$ cat src/rtl/vga_pkg.sv
// Shared constants for the VGA pattern pipeline: pattern mode encodings and default geometry.
// The optional 1-pixel white border is enabled by defining VGA_BORDER_EN.
package vga_pkg;
  localparam int COLOR_BITS_DEF = 3;
  localparam int H_ACTIVE_DEF   = 640;
  localparam int V_ACTIVE_DEF   = 480;
  localparam int FRAME_BITS_DEF = 8;

  localparam logic [1:0] MODE_GRID   = 2'd0;
  localparam logic [1:0] MODE_BARS   = 2'd1;
  localparam logic [1:0] MODE_SCROLL = 2'd2;
  localparam logic [1:0] MODE_SOLID  = 2'd3;
endpackage

$ cat src/rtl/vga_frame_ctrl.sv
// Frame controller: vsync rising-edge detect, completed-frame counter and
// pending/active pattern mode registers (mode changes land only on frame start).
module vga_frame_ctrl
  import vga_pkg::*;
#(
  parameter int FRAME_BITS = FRAME_BITS_DEF
) (
  input  logic                  i_clk,
  input  logic                  i_reset,
  input  logic                  i_vsync,
  input  logic                  i_mode_we,
  input  logic [1:0]            i_mode,
  output logic [1:0]            o_active_mode,
  output logic [FRAME_BITS-1:0] o_frame_count
);
  logic                  vsync_prev_q, vsync_prev_d;
  logic [1:0]            pending_q, pending_d;
  logic [1:0]            active_q, active_d;
  logic [FRAME_BITS-1:0] frame_count_q, frame_count_d;
  logic                  frame_start;

  always_comb begin
    frame_start   = i_vsync & ~vsync_prev_q;
    vsync_prev_d  = i_vsync;
    pending_d     = i_mode_we ? i_mode : pending_q;
    // Active takes the pending value held before this cycle, so a write coinciding
    // with frame start is deferred to the following frame.
    active_d      = frame_start ? pending_q : active_q;
    frame_count_d = frame_start ? frame_count_q + FRAME_BITS'(1) : frame_count_q;
  end

  // NOTE: sequential state uses non-blocking assignments so every flop samples pre-edge values.
  always_ff @(posedge i_clk or posedge i_reset) begin
    if (i_reset) begin
      vsync_prev_q  <= 1'b0;
      pending_q     <= MODE_GRID;
      active_q      <= MODE_GRID;
      frame_count_q <= '0;
    end else begin
      vsync_prev_q  <= vsync_prev_d;
      pending_q     <= pending_d;
      active_q      <= active_d;
      frame_count_q <= frame_count_d;
    end
  end

  assign o_active_mode = active_q;
  assign o_frame_count = frame_count_q;
endmodule

$ cat src/rtl/vga_pattern_pipeline.sv
// Two-stage VGA output pipeline: registers raw timing, renders one of four test patterns,
// and drives active-low syncs plus RGB with a fixed 2-cycle latency. Border: VGA_BORDER_EN.
module vga_pattern_pipeline
  import vga_pkg::*;
#(
  parameter int COLOR_BITS = COLOR_BITS_DEF,
  parameter int H_ACTIVE   = H_ACTIVE_DEF,
  parameter int V_ACTIVE   = V_ACTIVE_DEF,
  parameter int FRAME_BITS = FRAME_BITS_DEF
) (
  input  logic                  i_clk,
  input  logic                  i_reset,
  input  logic                  i_hsync,
  input  logic                  i_vsync,
  input  logic [9:0]            i_hpos,
  input  logic [9:0]            i_vpos,
  input  logic                  i_visible,
  input  logic                  i_mode_we,
  input  logic [1:0]            i_mode,
  output logic                  o_hsync_n,
  output logic                  o_vsync_n,
  output logic [COLOR_BITS-1:0] o_red,
  output logic [COLOR_BITS-1:0] o_grn,
  output logic [COLOR_BITS-1:0] o_blu,
  output logic [FRAME_BITS-1:0] o_frame_count,
  output logic [1:0]            o_mode
);
  // Stage 1: timing registers (mode and frame count live in the frame controller).
  logic       hsync_s1_q, vsync_s1_q, visible_s1_q;
  logic [9:0] hpos_s1_q, vpos_s1_q;
  logic [1:0]            mode_s1;
  logic [FRAME_BITS-1:0] frame_count_s1;

  // Stage 2: output pins.
  logic                  hsync_n_q, hsync_n_d, vsync_n_q, vsync_n_d;
  logic [COLOR_BITS-1:0] red_q, red_d, grn_q, grn_d, blu_q, blu_d;

  logic [9:0] sum;
  logic [2:0] bar;
  logic       unused_vpos_bits;

  vga_frame_ctrl #(.FRAME_BITS(FRAME_BITS)) u_frame_ctrl (
    .i_clk         (i_clk),
    .i_reset       (i_reset),
    .i_vsync       (i_vsync),
    .i_mode_we     (i_mode_we),
    .i_mode        (i_mode),
    .o_active_mode (mode_s1),
    .o_frame_count (frame_count_s1)
  );

  always_ff @(posedge i_clk or posedge i_reset) begin
    if (i_reset) begin
      hsync_s1_q   <= 1'b0;
      vsync_s1_q   <= 1'b0;
      visible_s1_q <= 1'b0;
      hpos_s1_q    <= '0;
      vpos_s1_q    <= '0;
    end else begin
      hsync_s1_q   <= i_hsync;
      vsync_s1_q   <= i_vsync;
      visible_s1_q <= i_visible;
      hpos_s1_q    <= i_hpos;
      vpos_s1_q    <= i_vpos;
    end
  end

  always_comb begin
    // NOTE: every combinational output gets a default first so no latch is inferred.
    red_d = '0;
    grn_d = '0;
    blu_d = '0;
    sum   = hpos_s1_q + 10'(frame_count_s1);
    bar   = hpos_s1_q[8:6];
    case (mode_s1)
      MODE_GRID: begin
        red_d = (hpos_s1_q[2:0] == 3'd0 || vpos_s1_q[2:0] == 3'd0) ? '1 : '0;
        grn_d = {COLOR_BITS{vpos_s1_q[4]}};
        blu_d = {COLOR_BITS{hpos_s1_q[4]}};
      end
      MODE_BARS: begin
        red_d = {COLOR_BITS{bar[0]}};
        grn_d = {COLOR_BITS{bar[1]}};
        blu_d = {COLOR_BITS{bar[2]}};
      end
      MODE_SCROLL: begin
        red_d = sum[3 +: COLOR_BITS];
        grn_d = vpos_s1_q[3 +: COLOR_BITS];
        blu_d = frame_count_s1[FRAME_BITS-COLOR_BITS +: COLOR_BITS];
      end
      default: begin
        red_d = '1;
        grn_d = '1;
        blu_d = '1;
      end
    endcase
`ifdef VGA_BORDER_EN
    if (hpos_s1_q == 10'(H_ACTIVE-1) || hpos_s1_q == 10'd0 ||
        vpos_s1_q == 10'(V_ACTIVE-1) || vpos_s1_q == 10'd0) begin
      red_d = '1;
      grn_d = '1;
      blu_d = '1;
    end
`endif
    if (!visible_s1_q) begin
      red_d = '0;
      grn_d = '0;
      blu_d = '0;
    end
    hsync_n_d = ~hsync_s1_q;
    vsync_n_d = ~vsync_s1_q;
  end

  always_ff @(posedge i_clk or posedge i_reset) begin
    if (i_reset) begin
      hsync_n_q <= 1'b1;
      vsync_n_q <= 1'b1;
      red_q     <= '0;
      grn_q     <= '0;
      blu_q     <= '0;
    end else begin
      hsync_n_q <= hsync_n_d;
      vsync_n_q <= vsync_n_d;
      red_q     <= red_d;
      grn_q     <= grn_d;
      blu_q     <= blu_d;
    end
  end

  // High vpos bits only feed the border compare, which may be compiled out.
  assign unused_vpos_bits = ^{vpos_s1_q, sum};

  assign o_hsync_n     = hsync_n_q;
  assign o_vsync_n     = vsync_n_q;
  assign o_red         = red_q;
  assign o_grn         = grn_q;
  assign o_blu         = blu_q;
  assign o_frame_count = frame_count_s1;
  assign o_mode        = mode_s1;
endmodule

$ cat config.mk
export PLATFORM = sky130hd
export DESIGN_NAME = vga_pattern_pipeline
export DESIGN_NICKNAME = d
export VERILOG_FILES = /design/src/rtl/vga_pkg.sv /design/src/rtl/vga_frame_ctrl.sv /design/src/rtl/vga_pattern_pipeline.sv
export SDC_FILE = /design/constraint.sdc
export NUM_CORES = 1
export LEC_CHECK = 0
export CAP_MARGIN = 10
export CORE_UTILIZATION = 37
export DETAILED_ROUTE_END_ITERATION = 10
export PLACE_DENSITY = 0.65
export REMOVE_ABC_BUFFERS = 1
export SYNTH_ARGS = -nofsm -noshare
export SYNTH_HDL_FRONTEND = slang
export SYNTH_SLANG_ARGS = --single-unit
$ cat constraint.sdc
create_clock -name i_clk -period 2.1 [get_ports i_clk]
set_input_delay 0.21 -clock i_clk [delete_from_list [all_inputs] [get_ports i_clk]]
set_output_delay 0.21 -clock i_clk [all_outputs]
set_load 0.02 [all_outputs]
==> flow_metrics.py, run 1 <==
metrics = {
    "clocking": {
        "cts_resized": 0,
        "ctsHoldBuffers": 0,
        "cts_sinks": 41,
        "cts_tree": "done",
        "post-cts-setup-buffer-count": 0,
        "clkLatencyLatePin_ns": 0.29,
        "clk_path_buf_depth": 2,
        "clkTransAtPathRegs_ns": 0.07,
        "htree_levels": 2,
        "numCtsBuffers": 5,
        "cts-root-buf": "clkbuf_8",
    },
    "synth": {
        "synth_most_common_cell": "dfrtp_1",
        "synth_ff_type": "dfrtp_1",
        "synth-seq-cells": 41,
        "syn_avg_cell_area_sq_um": 13.6,
        "yosys.cell_types.count": 30,
        "synth_top_area_share_pct": 63.2,
        "synth.area.top_cells": "dfrtp_1, mux2_2, ha_1",
        "syn-instance-count": 114,
        "yosys-top-cells-count": "dfrtp_1, nor2_1, mux2_2",
        "ys_async_sr_fraction_pct": 100,
        "synth_edf_count": 0,
        "syn_area_sq_um": 1550,
        "yosysWarnings": 0,
        "ys_seq_area_share_pct": 66.6,
        "yosysTopAreaCell": "dfrtp_1",
    },
    "worst_setup_path": {
        "path_cells": "clkdlybuf4s50_1",
        "worst_ep_arrival_time_ns": 1.49,
        "worstSetupStartpointType": "flop",
        "reg2reg_depth": 5,
        "max_stage_delay_ns": 0.67,
        "r2r-start": "u_frame_ctrl.o_frame_count[2]",
        "cp_slowest_cell": "clkdlybuf4s50_1",
        "crit_family": "buffers and inverters",
        "rrSetupSlack_ns": 0.43,
        "r2r_end": "o_red[0]",
        "path_buf_inv": 1,
        "worstPathRequired_ns": 1.89,
        "cp_max_fo": 10,
        "crit_type": "reg2out",
        "cp-end-kind": "output port",
    },
    "placed_design": {
        "post-place-cells": 206,
        "dp_hpwl_mm": 1.99,
        "port_buffers": 43,
        "place_ws_ns": 0.450,
        "gp_congestion": 0.683,
    },
    "finish": {
        "drive_above_1_share_pct": 12.8,
        "fin_nets": 196,
        "utilization_pct": 53.8,
        "antenna_cells": 0,
        "seqCellArea_sq_um": 1030,
        "area_growth_pct": 39.3,
        "fin_cells": 214,
        "multi_input_area_sq_um": 488,
        "n_fill_cell": 340,
    },
    "sta": {
        "max_freq_ghz": 0.589,
        "tns_ns": 0,
        "drv_slew": 0,
        "layout_min_cycle_time_ns": 1.70,
        "setup_viol": 0,
        "rsz0062_at_grt": "false",
        "timing.final.ws_setup_ns": 0.403,
        "slew-limit-headroom_pct": 67.7,
        "worstMarginPinSlew_ns": 0.485,
        "clock_skew_ns": 0.00393,
        "post-route-period-util_pct": 80.8,
        "hold_viol": 0,
        "hold_ws_ns": 0.337,
    },
    "power_and_ir_drop": {
        "ir_worst_vdd_uv": 639,
        "p_per_area_nw_per_um2": 1090,
        "p_leak_uw": 0.000932,
    },
    "floorplanning": {
        "start_util_pct": 38.6,
        "die_w_um": 66.6,
        "core.rowCount": 23,
        "die_h_um": 66.6,
        "io_pins": 49,
        "core_sq_um": 4000,
        "dieArea_sq_um": 4440,
    },
    "global_route": {
        "antenna_found_initial": 0,
        "grt_usage_pct": 13.8,
        "gr-total-overflow": 0,
        "first_global_vias": 1002,
        "grt_pass1_wl_mm": 4.33,
        "grt_max_degree": 42,
    },
    "route": {
        "drt-total-wl_mm": 2.66,
        "drt_iter0_drc": 13,
        "ant_nets": 0,
        "drc": 0,
        "dr.pass1.iters": 4,
        "vias": 1006,
        "wl_per_cell_um": 12.4,
        "via_per_inst": 4.70,
    },
    "status": {
        "outcome": "finished, final reports clean",
    },
    "min_path": {
        "hp-class": "in2async",
    },
    "run": {
        "drv_cap": 0,
    },
}
-- per-layer routing --
layer	track usage, %	share of wire, %
met3	5.48	5.3
met1	15.7	41
met2	22.0	52
met4	7.18	0.86
met5	0	0
-- through the flow --
| stage | instance area (sq um) | total power (uW) |
|---|---|---|
| 2_1_floorplan | 1530 | 1410 |
| 3_3_place_gp | 2040 | 1710 |
| 3_5_place_dp | 2040 | 1730 |
| 4_1_cts | 2150 | 2380 |
| 5_1_grt | 2150 | 2480 |
| 6_report | 2150 | 2340 |
-- layout by cell type, fill, tap and decap left out, types with 2 or more instances in the layout --
cell type / n
clkdlybuf4s50_1: 43
dfrtp_1: 39
nor2_1: 11
mux2_2: 7
clkbuf_8: 6
o21ai_0: 5
xnor2_1: 5
ha_1: 5
nand3_1: 4
nand4_1: 3
nor3b_1: 3
inv_1: 3
xor2_1: 3
a21oi_1: 2
nor2b_1: 2
or3_1: 2
o311ai_1: 2
nand2_1: 2
dfstp_2: 2
buf_4: 2
-- sequential cells by signal, indices dropped and copies added (netlist names) --
register,flops
hpos_s1_q,9
hsync_s1_q,1
o_blu,3
o_grn,3
o_hsync_n,1
o_red,3
o_vsync_n,1
u_frame_ctrl.o_active_mode,2
u_frame_ctrl.o_frame_count,8
u_frame_ctrl.pending_q,2
u_frame_ctrl.vsync_prev_q,1
visible_s1_q,1
vpos_s1_q,6
-- report_power, final --
part / switching (uW) / internal [uW]
logic: 324 / 350
clock network: 246 / 387
registers: 127 / 909
-- logic make-up (layout without fill, tap and decap cells) --
logic type | after synthesis | in the layout | share of synthesized area [%]
buffers and inverters | 6 | 56 | 1.86
xor gates and xnor gates | 8 | 8 | 4.53
adders and majority gates | 5 | 5 | 4.05
and+or+nand+nor | 32 | 32 | 11.0
AOI/OAI and AO/OA | 15 | 15 | 6.88
muxes | 7 | 7 | 5.10
DFF | 41 | 41 | 66.6
-- cell type report --
| class | count | share of cell area (%) |
|---|---|---|
| Multi-Input combinational cell | 67 | 22.7 |
| Clock inverter | 1 | 1.40 |
| Clock buffer | 7 | 4.01 |
| Tap cell | 50 | 2.91 |
| Sequential cell | 41 | 47.8 |
| Timing Repair Buffer | 45 | 20.7 |
| Inverter | 3 | 0.523 |
-- how the worst max path moves through the flow --
stage	to	from	slack, ns	depth (start not counted)
finish	o_mode[0]	u_frame_ctrl.o_active_mode[0]	0.40	1
floorplan	o_red[0]	u_frame_ctrl.o_frame_count[2]	0.48	5
CTS	o_mode[0]	u_frame_ctrl.o_active_mode[0]	0.39	1
global route	o_red[0]	u_frame_ctrl.o_frame_count[2]	0.32	5
global placement	u_frame_ctrl.o_frame_count[5]	i_vsync	0.47	5
detailed placement	o_red[0]	u_frame_ctrl.o_frame_count[2]	0.45	5
Power figures use the tool's default switching activity.
==> run 2: changes to the inputs <==
==> constraint.sdc (replaced) <==
create_clock -name i_clk -period 1.7 [get_ports i_clk]
set_input_delay 0.17 -clock i_clk [delete_from_list [all_inputs] [get_ports i_clk]]
set_output_delay 0.17 -clock i_clk [all_outputs]
set_load 0.02 [all_outputs]
==> run 2 against run 1 <==
Against the previous run:
- critical path depth unchanged
- count of clock-buffer cells in the layout decreased by 1
- worst setup slack got worse by 0.34 ns
- final area decreased by 0.47%
- clock power decreased by 4.9%
- wire length increased by 4.9%
- die area unchanged
- non-clock buffer count increased by 2
- sequential power increased by 21%
- power increased by 18%
- global-route usage increased by 1.1 points
- critical endpoint is now o_mode[1]
==> flow_metrics.py, run 2 (synthesis gave the netlist of run 1 again) <==
metrics = {
    "route": {
        "drc": 0,
        "ant_nets": 0,
        "wl_per_cell_um": 12.9,
        "drt_iter0_drc": 19,
        "top_layer": "met4",
        "vias": 1012,
        "drt-total-wl_mm": 2.79,
        "via_per_inst": 4.69,
        "dr.pass1.iters": 3,
        "met1Wirelength_mm": 1.21,
        "wl_met3_um": 132,
        "wl_met2_mm": 1.40,
    },
    "worst_setup_path": {
        "worst_ep_arrival_time_ns": 1.47,
        "startpoint": "u_frame_ctrl.o_active_mode[1]",
        "crit_family": "buffers and inverters",
        "reg2reg_depth": 5,
        "path_buf_inv": 1,
        "worstSetupStartpointType": "flop",
        "path_cells": "clkdlybuf4s50_1",
        "cp_slowest_cell": "clkdlybuf4s50_1",
        "r2r_end": "o_red[0]",
        "max_stage_delay_ns": 0.67,
        "cp_max_fo": 9,
        "rrSetupSlack_ns": 0.08,
        "r2r-start": "u_frame_ctrl.o_frame_count[1]",
        "cp-end-kind": "output port",
        "worstPathRequired_ns": 1.53,
        "crit_type": "reg2out",
    },
    "finish": {
        "area_growth_pct": 38.6,
        "utilization_pct": 53.6,
        "layout_common_cells": "clkdlybuf4s50_1, dfrtp_1, nor2_1",
        "fin_nets": 198,
        "largest_reg_flops": 9,
        "final_common_cell": "clkdlybuf4s50_1",
        "drive_above_1_share_pct": 15.7,
        "top_register": "hpos_s1_q",
        "antenna_cells": 0,
    },
    "global_route": {
        "first_global_vias": 951,
        "antenna_found_initial": 0,
        "grt_usage_pct": 14.8,
        "grt_pass1_wl_mm": 4.69,
        "gr-total-overflow": 0,
        "grt_max_degree": 42,
    },
    "clocking": {
        "htree_levels": 2,
        "numCtsBuffers": 5,
        "clkLatencyLatePin_ns": 0.29,
        "cts_sinks": 41,
        "cts-root-buf": "clkbuf_8",
        "clkTransAtPathRegs_ns": 0.08,
        "cts_tree": "done",
        "ctsHoldBuffers": 0,
        "clk_path_buf_depth": 2,
    },
    "floorplanning": {
        "core_sq_um": 4000,
        "die_w_um": 66.6,
        "io_pins": 49,
        "dieArea_sq_um": 4440,
        "die_h_um": 66.6,
        "core.rowCount": 23,
        "start_util_pct": 38.6,
    },
    "power_and_ir_drop": {
        "p_leak_uw": 0.000928,
        "seqPwrFrac_pct": 45.3,
        "power_uw": 2770,
        "pwr-share-comb_pct": 33.0,
        "ir_worst_vdd_uv": 692,
        "switching_power_uw": 893,
        "p_per_area_nw_per_um2": 1290,
        "swShare_pct": 32.2,
        "intPower_uw": 1880,
        "clock_power_share_pct": 21.7,
    },
    "sta": {
        "tns_ns": 0,
        "drv_slew": 0,
        "setup_viol": 0,
        "max_freq_ghz": 0.610,
        "slew-limit-headroom_pct": 66.8,
        "clock_skew_ns": 0.00807,
        "worstMarginPinSlew_ns": 0.498,
        "post-route-period-util_pct": 96.4,
        "timing.final.ws_setup_ns": 0.0607,
        "hold_viol": 0,
        "layout_min_cycle_time_ns": 1.64,
        "rsz0062_at_grt": "true",
    },
    "placed_design": {
        "place_ws_ns": 0.101,
        "dp_hpwl_mm": 2.03,
        "gp_congestion": 0.683,
        "port_buffers": 43,
    },
    "min_path": {
        "hp-class": "in2async",
    },
    "run": {
        "drv_cap": 0,
    },
    "status": {
        "outcome": "finished, final reports clean",
    },
}
[run 2: area by class of cell]
type / count / area [sq um]
clock buffers: 6 / 72.6
clock inverters: 2 / 10.0
fillers: 348 / 1860
inverters: 3 / 11.3
multi-input cells: 67 / 495
flip-flops and latches: 41 / 1030
well taps: 50 / 62.6
repair buffers: 47 / 460
[run 2: power groups by stage]
stage	combinational, uW	clock, uW	sequential [uW]
finish	914	602	1260
global route	998	673	1280
detailed placement	902	0	1280
global placement	882	0	1270
floorplan	321	0	1420
CTS	907	623	1260
[run 2: worst max-delay path by stage]
| stage | endpoint | slack, ns | depth (start not counted) |
|---|---|---|---|
| after floorplan | o_red[0] | 0.08 | 5 |
| after global placement | o_red[0] | 0.15 | 5 |
| after detailed placement | o_red[0] | 0.10 | 5 |
| after CTS | o_mode[0] | 0.04 | 1 |
| after global routing | o_red[0] | -0.01 | 5 |
| final | o_mode[1] | 0.06 | 1 |
[run 2: repair_timing]
item,in CTS,in global routing
hold endpoints to repair,0,0
endpoints found under the setup margin,0,2
setup buffers,0,0
gates resized for setup,0,3
[run 2: metal layers]
metal / vias up / global-route usage (%)
met1: 486 / 18.7
met3: 6 / 4.97
met5: - / 0
li1: 493 / -
met4: 0 / 7.98
met2: 27 / 22.3
[run 2: per-stage QoR]
stage	hold WS (ns)	area, sq um	cells
detailed placement	0.351	2050	208
global placement	0.338	2050	208
CTS	0.300	2130	216
global route	0.297	2140	216
floorplan	0.201	1530	111
finish	0.291	2140	216
==> run 3: changes to the inputs <==
--- a/config.mk
+++ b/config.mk
@@ -6,6 +6,7 @@
 export NUM_CORES = 1
 export LEC_CHECK = 0
 export CAP_MARGIN = 10
+export CORE_MARGIN = 4
 export CORE_UTILIZATION = 37
 export DETAILED_ROUTE_END_ITERATION = 10
 export PLACE_DENSITY = 0.65
==> run 3 against run 2 <==
Against the previous run:
- flip-flop and latch count did not move
- fmax rose by 1.6%
- hold slack improved by 0.0055 ns
- non-clock buffer count fell by 1
- power rose by 5.3%
- final area rose by 1.1%
- count of clock-buffer cells in the layout rose by 1
- largest cell class unchanged
- largest power group unchanged
- clock power rose by 29%
==> flow_metrics.py, run 3 (synthesis gave the netlist of run 1 again) <==
metrics = {
    "status": {
        "outcome": "finished, final reports clean",
    },
    "clocking": {
        "htree_levels": 2,
        "cts-root-buf": "clkbuf_8",
        "cts_sinks": 41,
        "cts_tree": "done",
        "clk_path_buf_depth": 2,
        "clkLatencyLatePin_ns": 0.28,
        "post-cts-setup-buffer-count": 0,
        "ctsHoldBuffers": 0,
        "clkTransAtPathRegs_ns": 0.07,
        "numCtsBuffers": 5,
        "cts_resized": 0,
    },
    "placed_design": {
        "dp_hpwl_mm": 2.12,
        "gp_congestion": 0.697,
        "port_buffers": 43,
    },
    "sta": {
        "drv_slew": 0,
        "hold_viol": 0,
        "max_freq_ghz": 0.620,
        "worstMarginPinSlew_ns": 0.501,
        "rsz0062_at_grt": "false",
        "setup_viol": 0,
        "slew-limit-headroom_pct": 66.6,
        "clock_skew_ns": 0.00985,
        "post-route-period-util_pct": 94.9,
        "layout_min_cycle_time_ns": 1.61,
        "tns_ns": 0,
    },
    "power_and_ir_drop": {
        "swShare_pct": 29.6,
        "intPower_uw": 2050,
        "switching_power_uw": 865,
        "seqPwrFrac_pct": 43.5,
        "pwr-share-comb_pct": 29.9,
        "ir_worst_vdd_uv": 716,
        "p_leak_uw": 0.000937,
        "p_per_area_nw_per_um2": 1350,
        "clock_power_share_pct": 26.6,
    },
    "global_route": {
        "first_global_vias": 1062,
        "gr-total-overflow": 0,
        "grt_usage_pct": 11.6,
        "grt_pass1_wl_mm": 4.64,
        "grt_max_degree": 42,
        "antenna_found_initial": 0,
    },
    "finish": {
        "top_register": "hpos_s1_q",
        "largest_reg_flops": 9,
        "utilization_pct": 53.7,
        "n_fill_cell": 353,
        "area_growth_pct": 40.1,
        "antenna_cells": 0,
        "drive_above_1_share_pct": 14.5,
        "fin_nets": 197,
        "final_common_cell": "clkdlybuf4s50_1",
        "layout_common_cells": "clkdlybuf4s50_1, dfrtp_1, nor2_1",
    },
    "route": {
        "drc": 0,
        "wl_per_cell_um": 12.9,
        "ant_nets": 0,
        "drt_iter0_drc": 24,
        "dr.pass1.iters": 4,
        "drt-total-wl_mm": 2.77,
        "vias": 992,
        "via_per_inst": 4.61,
    },
    "worst_setup_path": {
        "crit_family": "buffers and inverters",
        "path_cells": "clkdlybuf4s50_1",
        "cp-end-kind": "output port",
        "crit_type": "reg2out",
        "max_stage_delay_ns": 0.66,
        "worstPathRequired_ns": 1.53,
        "cp_max_fo": 9,
        "cp_slowest_cell": "clkdlybuf4s50_1",
        "worst_ep_arrival_time_ns": 1.44,
        "path_buf_inv": 1,
        "worstSetupStartpointType": "flop",
    },
    "min_path": {
        "hp-class": "in2async",
    },
    "floorplanning": {
        "core_sq_um": 4030,
        "die_h_um": 72.6,
        "dieArea_sq_um": 5270,
        "start_util_pct": 38.4,
        "die_w_um": 72.6,
        "core.rowCount": 23,
        "io_pins": 49,
    },
    "run": {
        "drv_cap": 0,
    },
}
[run 3: cell count changes in the layout (fill, tap and decap cells not counted), sizes merged]
cell    before  now
buf          4    3
bufinv       0    1
clkbuf       6    7
clkinv       2    0
[run 3: power by group through the flow]
stage                     Sequential (uW)  Clock, uW  Combinational (uW)
final                                1270        777                 873
after global routing                 1300        844                 946
after CTS                            1270        804                 876
after detailed placement             1290          0                 868
after global placement               1290          0                 852
after floorplan                      1420          0                 321
[run 3: per-layer routing]
metal | up-vias | global-route usage [%] | part of all wire, %
met5 | - | 0 | 0
met4 | 0 | 6.15 | 1.7
met3 | 4 | 4.27 | 7.1
met2 | 26 | 19.1 | 49
met1 | 469 | 13.2 | 42
li1 | 493 | - | -
[run 3: final cells by class]
cell class / instances / area, sq um / share of cell area (%)
Clock inverter: 1 / 30.0 / 1.39
Inverter: 3 / 11.3 / 0.520
Timing Repair Buffer: 46 / 453 / 20.9
Sequential cell: 41 / 1030 / 47.6
Tap cell: 50 / 62.6 / 2.89
Multi-Input combinational cell: 67 / 492 / 22.7
Clock buffer: 7 / 86.3 / 3.99
[run 3: per-stage QoR]
step                      hold slack (ns)  std cells  setup slack [ns]  total power [uW]  instance area (sq um)
after floorplan                     0.201        111            0.0803              1740                   1530
after global placement              0.343        207             0.150              2140                   2040
after detailed placement            0.345        207             0.133              2160                   2040
after CTS                           0.309        215            0.0410              2950                   2160
after global routing                0.306        215           0.00453              3090                   2160
final                               0.296        215            0.0862              2920                   2160
[run 3: worst min-delay path: stages]
cell and delay [ns]:
clkdlybuf4s50_1 0.39, inv_1 0.05, buf_4 0.42
[run 3: worst paths after layout]
| check | from | endpoint | slack [ns] | depth (start not counted) |
|---|---|---|---|---|
| worst max-delay path | u_frame_ctrl.o_active_mode[1] | o_mode[1] | 0.09 | 1 |
| worst max register to register | u_frame_ctrl.o_frame_count[2] | o_red[0] | 0.11 | 5 |
| worst min register to register | hsync_s1_q | o_hsync_n | 0.35 | 1 |
| worst min-delay path | i_reset | vpos_s1_q[1] | 0.30 | 3 |
| min in group i_clk | i_vpos[0] | vpos_s1_q[0] | 0.32 | 1 |
| max in group asynchronous | i_reset | o_vsync_n | 1.03 | 3 |
